`src/rtl/nebula_pkg.sv`:
```
// Shared types for the nebula ejection/reassembly stage.
// Flit framing encoding, eject FSM states and framing helpers.
package nebula_pkg;

    typedef enum logic [1:0] {
        FT_HEAD   = 2'b00,
        FT_BODY   = 2'b01,
        FT_TAIL   = 2'b10,
        FT_SINGLE = 2'b11
    } flit_type_e;

    typedef enum logic {
        EJ_IDLE   = 1'b0,
        EJ_STREAM = 1'b1
    } eject_state_e;

    function automatic logic is_first(input flit_type_e t);
        return (t == FT_HEAD) || (t == FT_SINGLE);
    endfunction

    function automatic logic is_last(input flit_type_e t);
        return (t == FT_TAIL) || (t == FT_SINGLE);
    endfunction

endpackage

```
`src/rtl/nebula_vc_fifo.sv`:
```
// Per-VC flit buffer: synchronous FIFO with combinational head read.
// Simultaneous push and pop is allowed, also when full.
module nebula_vc_fifo #(
    parameter int W     = 66,
    parameter int DEPTH = 8
) (
    input  logic         clk,
    input  logic         rst_n,
    input  logic         push,
    input  logic [W-1:0] din,
    input  logic         pop,
    output logic         full,
    output logic         empty,
    output logic [W-1:0] dout
);

    localparam int AW = (DEPTH > 1) ? $clog2(DEPTH) : 1;
    localparam int CW = $clog2(DEPTH + 1);

    logic [W-1:0]  mem_q [DEPTH];
    logic [AW-1:0] wr_ptr_q, wr_ptr_d;
    logic [AW-1:0] rd_ptr_q, rd_ptr_d;
    logic [CW-1:0] count_q, count_d;

    function automatic logic [AW-1:0] ptr_inc(input logic [AW-1:0] p);
        return (p == AW'(DEPTH - 1)) ? '0 : p + 1'b1;
    endfunction

    always_comb begin
        wr_ptr_d = push ? ptr_inc(wr_ptr_q) : wr_ptr_q;
        rd_ptr_d = pop ? ptr_inc(rd_ptr_q) : rd_ptr_q;
        count_d  = count_q;
        if (push && !pop) begin
            count_d = count_q + 1'b1;
        end else if (pop && !push) begin
            count_d = count_q - 1'b1;
        end
    end

    always_ff @(posedge clk or negedge rst_n) begin
        if (!rst_n) begin
            wr_ptr_q <= '0;
            rd_ptr_q <= '0;
            count_q  <= '0;
        end else begin
            wr_ptr_q <= wr_ptr_d;
            rd_ptr_q <= rd_ptr_d;
            count_q  <= count_d;
        end
    end

    always_ff @(posedge clk) begin
        if (push) begin
            mem_q[wr_ptr_q] <= din;
        end
    end

    assign full  = (count_q == CW'(DEPTH));
    assign empty = (count_q == '0);
    assign dout  = mem_q[rd_ptr_q];

endmodule

```
`src/rtl/nebula_eject_reasm.sv`:
```
// Router local-port ejection: per-VC buffering, whole-packet round-robin release.
// Optional stat_pkts/stat_flits counters under NEBULA_EJECT_STATS_EN.
module nebula_eject_reasm
    import nebula_pkg::*;
#(
    parameter int VCS        = 4,
    parameter int FIFO_DEPTH = 8,
    parameter int PAYLOAD_W  = 64,
    localparam int VC_W      = $clog2(VCS)
) (
    input  logic                 clk,
    input  logic                 rst_n,
    input  logic                 flit_valid,
    input  logic [1:0]           flit_type,
    input  logic [VC_W-1:0]      flit_vc,
    input  logic [PAYLOAD_W-1:0] flit_payload,
    output logic                 credit_valid,
    output logic [VC_W-1:0]      credit_vc,
    output logic                 pkt_valid,
    input  logic                 pkt_ready,
    output logic [PAYLOAD_W-1:0] pkt_data,
    output logic                 pkt_first,
    output logic                 pkt_last,
    output logic [VC_W-1:0]      pkt_vc,
    output logic                 err_overflow,
    output logic                 err_proto
`ifdef NEBULA_EJECT_STATS_EN
    ,
    output logic [31:0]          stat_pkts,
    output logic [31:0]          stat_flits
`endif
);

    localparam int FW = PAYLOAD_W + 2;
    localparam int CW = $clog2(FIFO_DEPTH + 1);

    logic [VCS-1:0] fifo_push, fifo_pop;
    logic [VCS-1:0] fifo_full, fifo_empty;
    logic [FW-1:0]  fifo_head [VCS];
    logic [FW-1:0]  flit_word;

    eject_state_e   state_q, state_d;
    logic [VC_W-1:0] sel_vc_q, sel_vc_d;
    logic [VC_W-1:0] rr_q, rr_d;
    logic [VCS-1:0] in_pkt_q, in_pkt_d;
    logic [CW-1:0]  pkt_cnt_q [VCS];
    logic [CW-1:0]  pkt_cnt_d [VCS];
    logic           err_overflow_q, err_overflow_d;
    logic           err_proto_q, err_proto_d;
    logic           credit_valid_q, credit_valid_d;
    logic [VC_W-1:0] credit_vc_q, credit_vc_d;

    logic [FW-1:0]  head_w;
    flit_type_e     head_type, in_type;
    logic           streaming, pop_fire, pop_last;
    logic           in_fire, found;
    logic [VC_W-1:0] cand;
    logic [VCS-1:0] cnt_inc, cnt_dec;

    assign flit_word = {flit_type, flit_payload};

    for (genvar g = 0; g < VCS; g++) begin : g_vc
        nebula_vc_fifo #(
            .W    (FW),
            .DEPTH(FIFO_DEPTH)
        ) u_fifo (
            .clk  (clk),
            .rst_n(rst_n),
            .push (fifo_push[g]),
            .din  (flit_word),
            .pop  (fifo_pop[g]),
            .full (fifo_full[g]),
            .empty(fifo_empty[g]),
            .dout (fifo_head[g])
        );
    end

    always_comb begin
        head_w    = fifo_head[sel_vc_q];
        head_type = flit_type_e'(head_w[FW-1 -: 2]);
        in_type   = flit_type_e'(flit_type);
        streaming = (state_q == EJ_STREAM) && !fifo_empty[sel_vc_q];
        pop_fire  = streaming && pkt_ready;
        pop_last  = pop_fire && is_last(head_type);

        fifo_pop = '0;
        fifo_pop[sel_vc_q] = pop_fire;
        // A full VC still accepts when its head leaves in the same cycle
        in_fire = flit_valid && (!fifo_full[flit_vc] || fifo_pop[flit_vc]);
        fifo_push = '0;
        fifo_push[flit_vc] = in_fire;

        err_overflow_d = err_overflow_q | (flit_valid && !in_fire);
        err_proto_d    = err_proto_q;
        in_pkt_d       = in_pkt_q;
        if (in_fire) begin
            err_proto_d = err_proto_q
                | (in_pkt_q[flit_vc] == is_first(in_type));
            in_pkt_d[flit_vc] = (in_type == FT_HEAD)
                | ((in_type == FT_BODY) & in_pkt_q[flit_vc]);
        end

        for (int v = 0; v < VCS; v++) begin
            cnt_inc[v] = in_fire && (flit_vc == VC_W'(v)) && is_last(in_type);
            cnt_dec[v] = pop_last && (sel_vc_q == VC_W'(v));
            pkt_cnt_d[v] = pkt_cnt_q[v];
            if (cnt_inc[v] && !cnt_dec[v]) begin
                pkt_cnt_d[v] = pkt_cnt_q[v] + 1'b1;
            end else if (cnt_dec[v] && !cnt_inc[v]) begin
                pkt_cnt_d[v] = pkt_cnt_q[v] - 1'b1;
            end
        end

        state_d  = state_q;
        sel_vc_d = sel_vc_q;
        rr_d     = rr_q;
        found    = 1'b0;
        cand     = '0;
        unique case (state_q)
            EJ_IDLE: begin
                for (int i = 0; i < VCS; i++) begin
                    cand = VC_W'((int'(rr_q) + i) % VCS);
                    if (!found && (pkt_cnt_q[cand] != '0)) begin
                        found    = 1'b1;
                        sel_vc_d = cand;
                        state_d  = EJ_STREAM;
                    end
                end
            end
            EJ_STREAM: begin
                if (pop_last) begin
                    state_d = EJ_IDLE;
                    rr_d = (sel_vc_q == VC_W'(VCS - 1)) ? '0 : sel_vc_q + 1'b1;
                end
            end
        endcase

        credit_valid_d = pop_fire;
        credit_vc_d    = pop_fire ? sel_vc_q : '0;
    end

    always_ff @(posedge clk or negedge rst_n) begin
        if (!rst_n) begin
            state_q        <= EJ_IDLE;
            sel_vc_q       <= '0;
            rr_q           <= '0;
            in_pkt_q       <= '0;
            err_overflow_q <= 1'b0;
            err_proto_q    <= 1'b0;
            credit_valid_q <= 1'b0;
            credit_vc_q    <= '0;
            for (int v = 0; v < VCS; v++) begin
                pkt_cnt_q[v] <= '0;
            end
        end else begin
            state_q        <= state_d;
            sel_vc_q       <= sel_vc_d;
            rr_q           <= rr_d;
            in_pkt_q       <= in_pkt_d;
            err_overflow_q <= err_overflow_d;
            err_proto_q    <= err_proto_d;
            credit_valid_q <= credit_valid_d;
            credit_vc_q    <= credit_vc_d;
            for (int v = 0; v < VCS; v++) begin
                pkt_cnt_q[v] <= pkt_cnt_d[v];
            end
        end
    end

    assign pkt_valid    = streaming;
    assign pkt_data     = streaming ? head_w[PAYLOAD_W-1:0] : '0;
    assign pkt_first    = streaming && is_first(head_type);
    assign pkt_last     = streaming && is_last(head_type);
    assign pkt_vc       = streaming ? sel_vc_q : '0;
    assign credit_valid = credit_valid_q;
    assign credit_vc    = credit_vc_q;
    assign err_overflow = err_overflow_q;
    assign err_proto    = err_proto_q;

`ifdef NEBULA_EJECT_STATS_EN
    logic [31:0] stat_pkts_q, stat_pkts_d;
    logic [31:0] stat_flits_q, stat_flits_d;

    always_comb begin
        stat_pkts_d  = stat_pkts_q + {31'd0, pop_last};
        stat_flits_d = stat_flits_q + {31'd0, pop_fire};
    end

    always_ff @(posedge clk or negedge rst_n) begin
        if (!rst_n) begin
            stat_pkts_q  <= '0;
            stat_flits_q <= '0;
        end else begin
            stat_pkts_q  <= stat_pkts_d;
            stat_flits_q <= stat_flits_d;
        end
    end

    assign stat_pkts  = stat_pkts_q;
    assign stat_flits = stat_flits_q;
`endif

endmodule

```
`config.mk`:
```
export PLATFORM = sky130hd
export DESIGN_NAME = nebula_eject_reasm
export DESIGN_NICKNAME = d
export VERILOG_FILES = /design/src/rtl/nebula_pkg.sv /design/src/rtl/nebula_vc_fifo.sv /design/src/rtl/nebula_eject_reasm.sv
export SDC_FILE = /design/constraint.sdc
export NUM_CORES = 2
export LEC_CHECK = 0
export CORE_UTILIZATION = 45
export CTS_CLUSTER_DIAMETER = 200
export DETAILED_ROUTE_END_ITERATION = 10
export GPL_TIMING_DRIVEN = 0
export PLACE_DENSITY_LB_ADDON = 0.05
export SLEW_MARGIN = 20
export SYNTH_ARGS = -nofsm -noshare
export SYNTH_HDL_FRONTEND = slang
export SYNTH_HIERARCHICAL = 1
export SYNTH_SLANG_ARGS = --single-unit
```
`constraint.sdc`:
```
create_clock -name clk -period 8.3 [get_ports clk]
set_input_delay 1.66 -clock clk [delete_from_list [all_inputs] [get_ports clk]]
set_output_delay 1.66 -clock clk [all_outputs]
set_load 0.01 [all_outputs]
```
# Word level (Yosys, flattened, before mapping)
# Memories as Yosys holds them, arrays and structs flattened.
# Index checks and enable logic that the tools add are counted.
classes:
  add_sub_neg: 28
  n_lt_le_gt_ge: 9
  eq_ne: 24
  muxes: 79
  n_bitwise: 12
  reduce_logical: 90
ops:
  columns: ["op", "count"]
  rows:
  - ["binary-select mux 66 bit (select 2 bit)", 1]
  - ["two-way mux 66 bit", 2]
  - ["two-way mux 4 bit", 24]
  - ["two-way mux 64 bit", 1]
  - ["logical AND 1 bit", 40]
  - ["adder 4 x 1 -> 4 bit (second input constant)", 8]
  - ["binary-select mux 4 bit (select 2 bit)", 4]
  - ["subtractor 4 x 1 -> 4 bit (second input constant)", 8]
  - ["adder 3 x 1 -> 3 bit (second input constant)", 8]
  - ["== test 3 bit (second input constant)", 8]
  - ["two-way mux 1 bit", 24]
  - ["two-way mux 3 bit", 8]
  - ["logical NOT 1 bit", 22]
  - ["nonzero test 4 bit", 5]
  - ["== test 2 bit (second input constant)", 8]
  - ["== test 4 bit (second input constant)", 4]
  - ["logical NOT 4 bit", 4]
  - ["nonzero test 2 bit", 8]
  - [">= comparator 3 bit (second input constant)", 5]
  - ["NOT 2 -> 3 bit", 5]
  - ["two-way mux 2 bit", 7]
  - ["AND 4 bit", 2]
  - ["binary-select mux 1 bit (select 2 bit)", 4]
  - ["logical NOT 2 bit", 4]
  - ["14 further kinds", 28]
word_totals:
  register_bits: 70
  ramBits: 2112
  inputBits: 72
  out_inout_bits: 74
  word_cells: 270
  n_memories: 4
memory_table:
  columns: ["memory", "words", "word_bits", "rd", "rd_ports_with_merged_regs", "write_ports", "line_no", "source"]
  rows:
  - ["g_vc[0].u_fifo.mem_q", 8, 66, 1, 0, 1, "nebula_vc_fifo.sv:20", "logic [W-1:0] mem_q [DEPTH];"]
  - ["g_vc[1].u_fifo.mem_q", 8, 66, 1, 0, 1, "nebula_vc_fifo.sv:20", null]
  - ["g_vc[2].u_fifo.mem_q", 8, 66, 1, 0, 1, "nebula_vc_fifo.sv:20", null]
  - ["g_vc[3].u_fifo.mem_q", 8, 66, 1, 0, 1, "nebula_vc_fifo.sv:20", null]

# Longest topological paths before layout
logic_depth:
  word_depth: 19
  ltp_mapped: 19
  mapped_depth_nobuf: 16

# Modules after synthesis
# The synthesis kept the hierarchy.
by_module_without_submodules:
  columns: ["mod", "instances", "cells_each", "area_each_um2", "seq_area_each_um2"]
  rows:
  - ["nebula_vc_fifo at g_vc[0].u_fifo ...", 3, 829, 20786.2, 16105.4]
  - ["nebula_vc_fifo at g_vc[1].u_fifo", 1, 827, 20778.7, 16105.4]
  - ["nebula_eject_reasm", 1, 350, 4048.9, 750.7]

# Worst setup path before layout
# No wires, ideal clock.
synth_timing:
  path_type: "input to register"
  from: "input flit_vc[0]"
  to: "memory g_vc[3].u_fifo.mem_q[4][0] (enable)"
  setup_ps: 571
  t_arrival_ps: 7312
  required_time_ps: 7729
  setup_slack_ps: 417
  stages: 6
  n_path_buf: 2
  path_cell_list: "clkbuf_1 clkbuf_1 nand3_1 a21oi_1 nand2_1 nor3_1"
synth_between:
  elab_chain_len: 8
  elab_cells_between_ends: 15
  cone_classes: "order compare (2); mux (8); bitwise (1); reduce/logical (4)"
synth_rtl:
  columns: ["element", "line_no", "source"]
  rows:
  - ["start: declaration", "nebula_eject_reasm.sv:15", "input logic [VC_W-1:0] flit_vc,"]
  - ["parallel branches: the longest is 5 deep, another holds < comparator 2 x 3 -> 1 bit", null, null]
  - ["AND 4 bit (no source line) *", null, null]
  - ["net fifo_push[3]", "nebula_eject_reasm.sv:37", "logic [VCS-1:0] fifo_push, fifo_pop;"]
  - ["two-way mux 1 bit *", "nebula_vc_fifo.sv:53", "if (push) begin"]
  - ["two-way mux 1 bit (implied by the code) *", "nebula_vc_fifo.sv:54", "mem_q[wr_ptr_q] <= din;"]
  - ["end: declaration", "nebula_vc_fifo.sv:20", null]
# Mark *: on every way through the listed nets, which the timed path passes. The select of a mux whose other input is x is not followed.

==> results_dict.tcl <==
set metrics [dict create \
    cp.required_ns 6.64 \
    cts_htree_levels 4 \
    relSlewSlack_pct 25.4 \
    fp.dieW_um 442 \
    grt_first_pass_wirelength_um 322000 \
    worst_pin_slew_ns 1.12 \
    initial_utilization_pct 45.3 \
    hold_viol_final 0 \
    synth-main-ff-cell "edfxtp_1" \
    finalSetupViolations 0 \
    r2r_slack_ns 2.48 \
    slowest_stage "buf_2" \
    cts_buffers 225 \
    antenna_left 0 \
    rr_startpoint "sel_vc_q[0]" \
    hold_class "reg2reg" \
    synth_area_mm2 0.0872 \
    worstReg2RegEnd "g_vc[2].u_fifo/mem_q[0][30]" \
    rsz0062_at_grt "false" \
    async_reset_ff_share_pct 3.21 \
    holdPathStages 1 \
    max_freq_mhz 140 \
    grt.total_usage_pct 23.7 \
    wl_per_cell_um 32.9 \
    powerDensity_mw_per_mm2 343 \
    grt_max_degree 37 \
    drtIter0Drc 4208 \
    area_delta_synth_final_pct 17.2 \
    hold_end "err_overflow" \
    yosys.area.top_type "edfxtp_1" \
    die_h_um 442 \
    path_clk_slew_ns 0.06 \
    fin_worst_skew_ns 0.0352 \
    ctsHoldBuffers 0 \
    drive_above_1_share_pct 34.9 \
    crit_buf_inv 4 \
    crit_type "reg2out" \
    leakage_nw 33.3 \
    ios 146 \
    period_minus_slack_ns 7.16 \
    antenna_found_initial 11 \
    cp_data_arrival_time_ns 5.50 \
    max-vdd-ir-drop_uv 233 \
    path_cells "clkbuf_2 -> buf_2 -> buf_2 -> mux4_2 -> mux2_2 -> mux4_2 -> ha_1 -> nor2_1 -> nor2_1 -> clkdlybuf4s50_1" \
    worst_slack_ns 1.14 \
    clkLatencyLatePin_ns 0.86 \
    synth_edf_count 2112 \
    dieArea_mm2 0.196 \
    nFillCells 14900 \
    syn_inst 3664 \
    grt_pass1_vias 41300 \
    synth_area_leaders "edfxtp_1 (73%), mux4_2 (14%), mux2_4 (4.0%)" \
    syn-num-nets 3794 \
    synth.distinct_cells 53 \
    port-buffer-count 144 \
    vias 40400 \
    slew_viol_final 0 \
    drcViolationCount 0 \
    crit_family "buffers and inverters" \
    fin_crit_sh_pct 86.2 \
    stdcell_area_mm2 0.102 \
    max_cap_violations 0 \
    postCtsSetupBuffers 0 \
    reg2regPathDepth 17 \
    clock-root-buffer "clkbuf_16" \
    num_rows 161 \
    coreArea_mm2 0.193 \
    yosysWarnings 6 \
    status "finished, final reports clean" \
    syn_avg_cell_area_um2 23.8 \
    hold_ws_ns 0.472 \
    post_dp_cell_area_mm2 0.0954 \
    synth_seq_area_share_pct 74.8 \
    cts_tree "built" \
    nNetsFinal 4373 \
    place_hpwl_um 154000 \
    dr.pass1.iters 7 \
    tns_ns 0 \
    clock-sinks 2182 \
    slowest_delay_ns 0.79 \
    start_kind "register" \
    grt-ovfl-total 0 \
    pre_cts_ws_ns 2.00 \
    endpoint_kind "primary output" \
    viasPerCell 5.81 \
    cts_resized 0 \
    place.gp.congestion 0.735 \
    hp-start "err_overflow" \
    routed_wl_um 229000 \
    ys_ff_latch 2182 \
    cts_max_path_buffers 3 \
    path_max_fanout 10 \
    synth_top_area_share_pct 72.7 \
]
-- synth_stat cells, drive strengths merged (2+ instances only) --
| cell | count |
|---|---|
| mux2i | 7 |
| inv | 28 |
| mux2 | 293 |
| nor2b | 69 |
| o32a | 3 |
| nor4b | 4 |
| nor3b | 2 |
| nor4 | 11 |
| o21ai | 22 |
| a2111o | 4 |
| nand2b | 9 |
| mux4 | 596 |
| nand3 | 9 |
| xnor2 | 20 |
| fa | 8 |
| a21oi | 15 |
| a21o | 5 |
| nor3 | 15 |
| o2111a | 3 |
| ha | 50 |
| o211ai | 9 |
| clkbuf | 62 |
| o22a | 3 |
| xor2 | 5 |
| or3 | 4 |
| and2 | 2 |
| or4 | 6 |
| nor2 | 47 |
| dfrtp | 70 |
| edfxtp | 2112 |
| nand2 | 34 |
| nand3b | 11 |
| buf | 116 |
| o21a | 2 |
-- where the power goes --
part / internal [mW] / total [mW] / switching [mW]
Sequential: 12.7 / 13.0 / 0.307
Clock: 5.49 / 9.67 / 4.18
Combinational: 6.15 / 12.4 / 6.29
Total: 24.3 / 35.1 / 10.8
-- routing by layer --
layer | up-vias | GRT usage (%) | routed length (um)
li1 | 16800 | - | -
met1 | 22200 | 33.7 | 99100
met2 | 1150 | 37.8 | 111000
met3 | 264 | 4.33 | 14000
met4 | 0 | 6.31 | 5610
met5 | - | 0.684 | 0
-- logic make-up (layout without fill, tap and decap cells) --
family	count (synthesis)	after routing	share of synthesized area, %
DFF	2182	2182	74.8
muxes	896	896	20.5
and+or+nand+nor	225	225	1.40
buffers and inverters	206	969	1.59
AOI/OAI and AO/OA	72	72	0.567
adders and majority gates	58	58	0.901
xor gates and xnor gates	25	25	0.251
other	0	5	0
-- area by class of cell --
type	instances	area (um^2)	area share (%)
Antenna cell	5	12.5	0.0122
Buffer	178	1310	1.28
Clock buffer	289	5950	5.83
Clock inverter	122	1020	0.999
Inverter	28	105	0.103
Multi-Input combinational cell	1276	20900	20.4
Sequential cell	2182	65200	63.8
Tap cell	2526	3160	3.09
Timing Repair Buffer	352	4610	4.51
-- per-stage QoR --
| stage | std cells | utilization (%) | power, mW |
|---|---|---|---|
| 2_1_floorplan | 3664 | - | 20.8 |
| 3_3_place_gp | 6334 | 47.7 | 25.7 |
| 3_5_place_dp | 6542 | 49.5 | 25.9 |
| 4_1_cts | 6953 | 53.1 | 35.6 |
| 5_1_grt | 6956 | 53.1 | 36.4 |
| 6_report | 6958 | 53.1 | 35.1 |
-- cell usage in the layout, fill, tap and decap left out, types with 20 or more instances in the layout --
cell,n
clkinv_2,38
mux2_4,233
edfxtp_1,2112
buf_16,43
nor2_4,24
clkbuf_16,227
clkdlybuf4s50_1,110
mux2_2,60
inv_1,28
buf_12,95
mux4_1,64
nor2_1,22
xnor2_1,20
nand2_1,34
mux4_2,532
ha_1,50
dfrtp_1,70
clkinv_1,53
buf_2,113
clkbuf_1,93
o21ai_0,21
buf_6,21
nor2b_1,69
buf_4,80
clkbuf_2,20
-- sequential cells by signal, summed over array words and instances (netlist names), 2 cells and up --
name	flops
credit_vc	2
rr_q	2
g_vc.u_fifo/count_q	16
g_vc.u_fifo/mem_q	2112
pkt_cnt_q	16
g_vc.u_fifo/rd_ptr_q	12
in_pkt_q	4
sel_vc_q	2
g_vc.u_fifo/wr_ptr_q	12
-- worst max-delay path by stage --
stage,from,endpoint,slack [ns],depth (start not counted)
after floorplan,flit_vc[0],g_vc[3].u_fifo/mem_q[4][0],0.42,6
after global placement,flit_vc[1],g_vc[3].u_fifo/mem_q[0][30],-8.60,7
after detailed placement,g_vc[2].u_fifo/rd_ptr_q[1],pkt_last,2.00,10
after CTS,g_vc[2].u_fifo/rd_ptr_q[1],pkt_last,1.03,10
after global routing,g_vc[2].u_fifo/rd_ptr_q[1],pkt_last,0.98,10
final,g_vc[2].u_fifo/rd_ptr_q[1],pkt_last,1.14,10
Note: power is estimated with default switching activity, not from simulation.
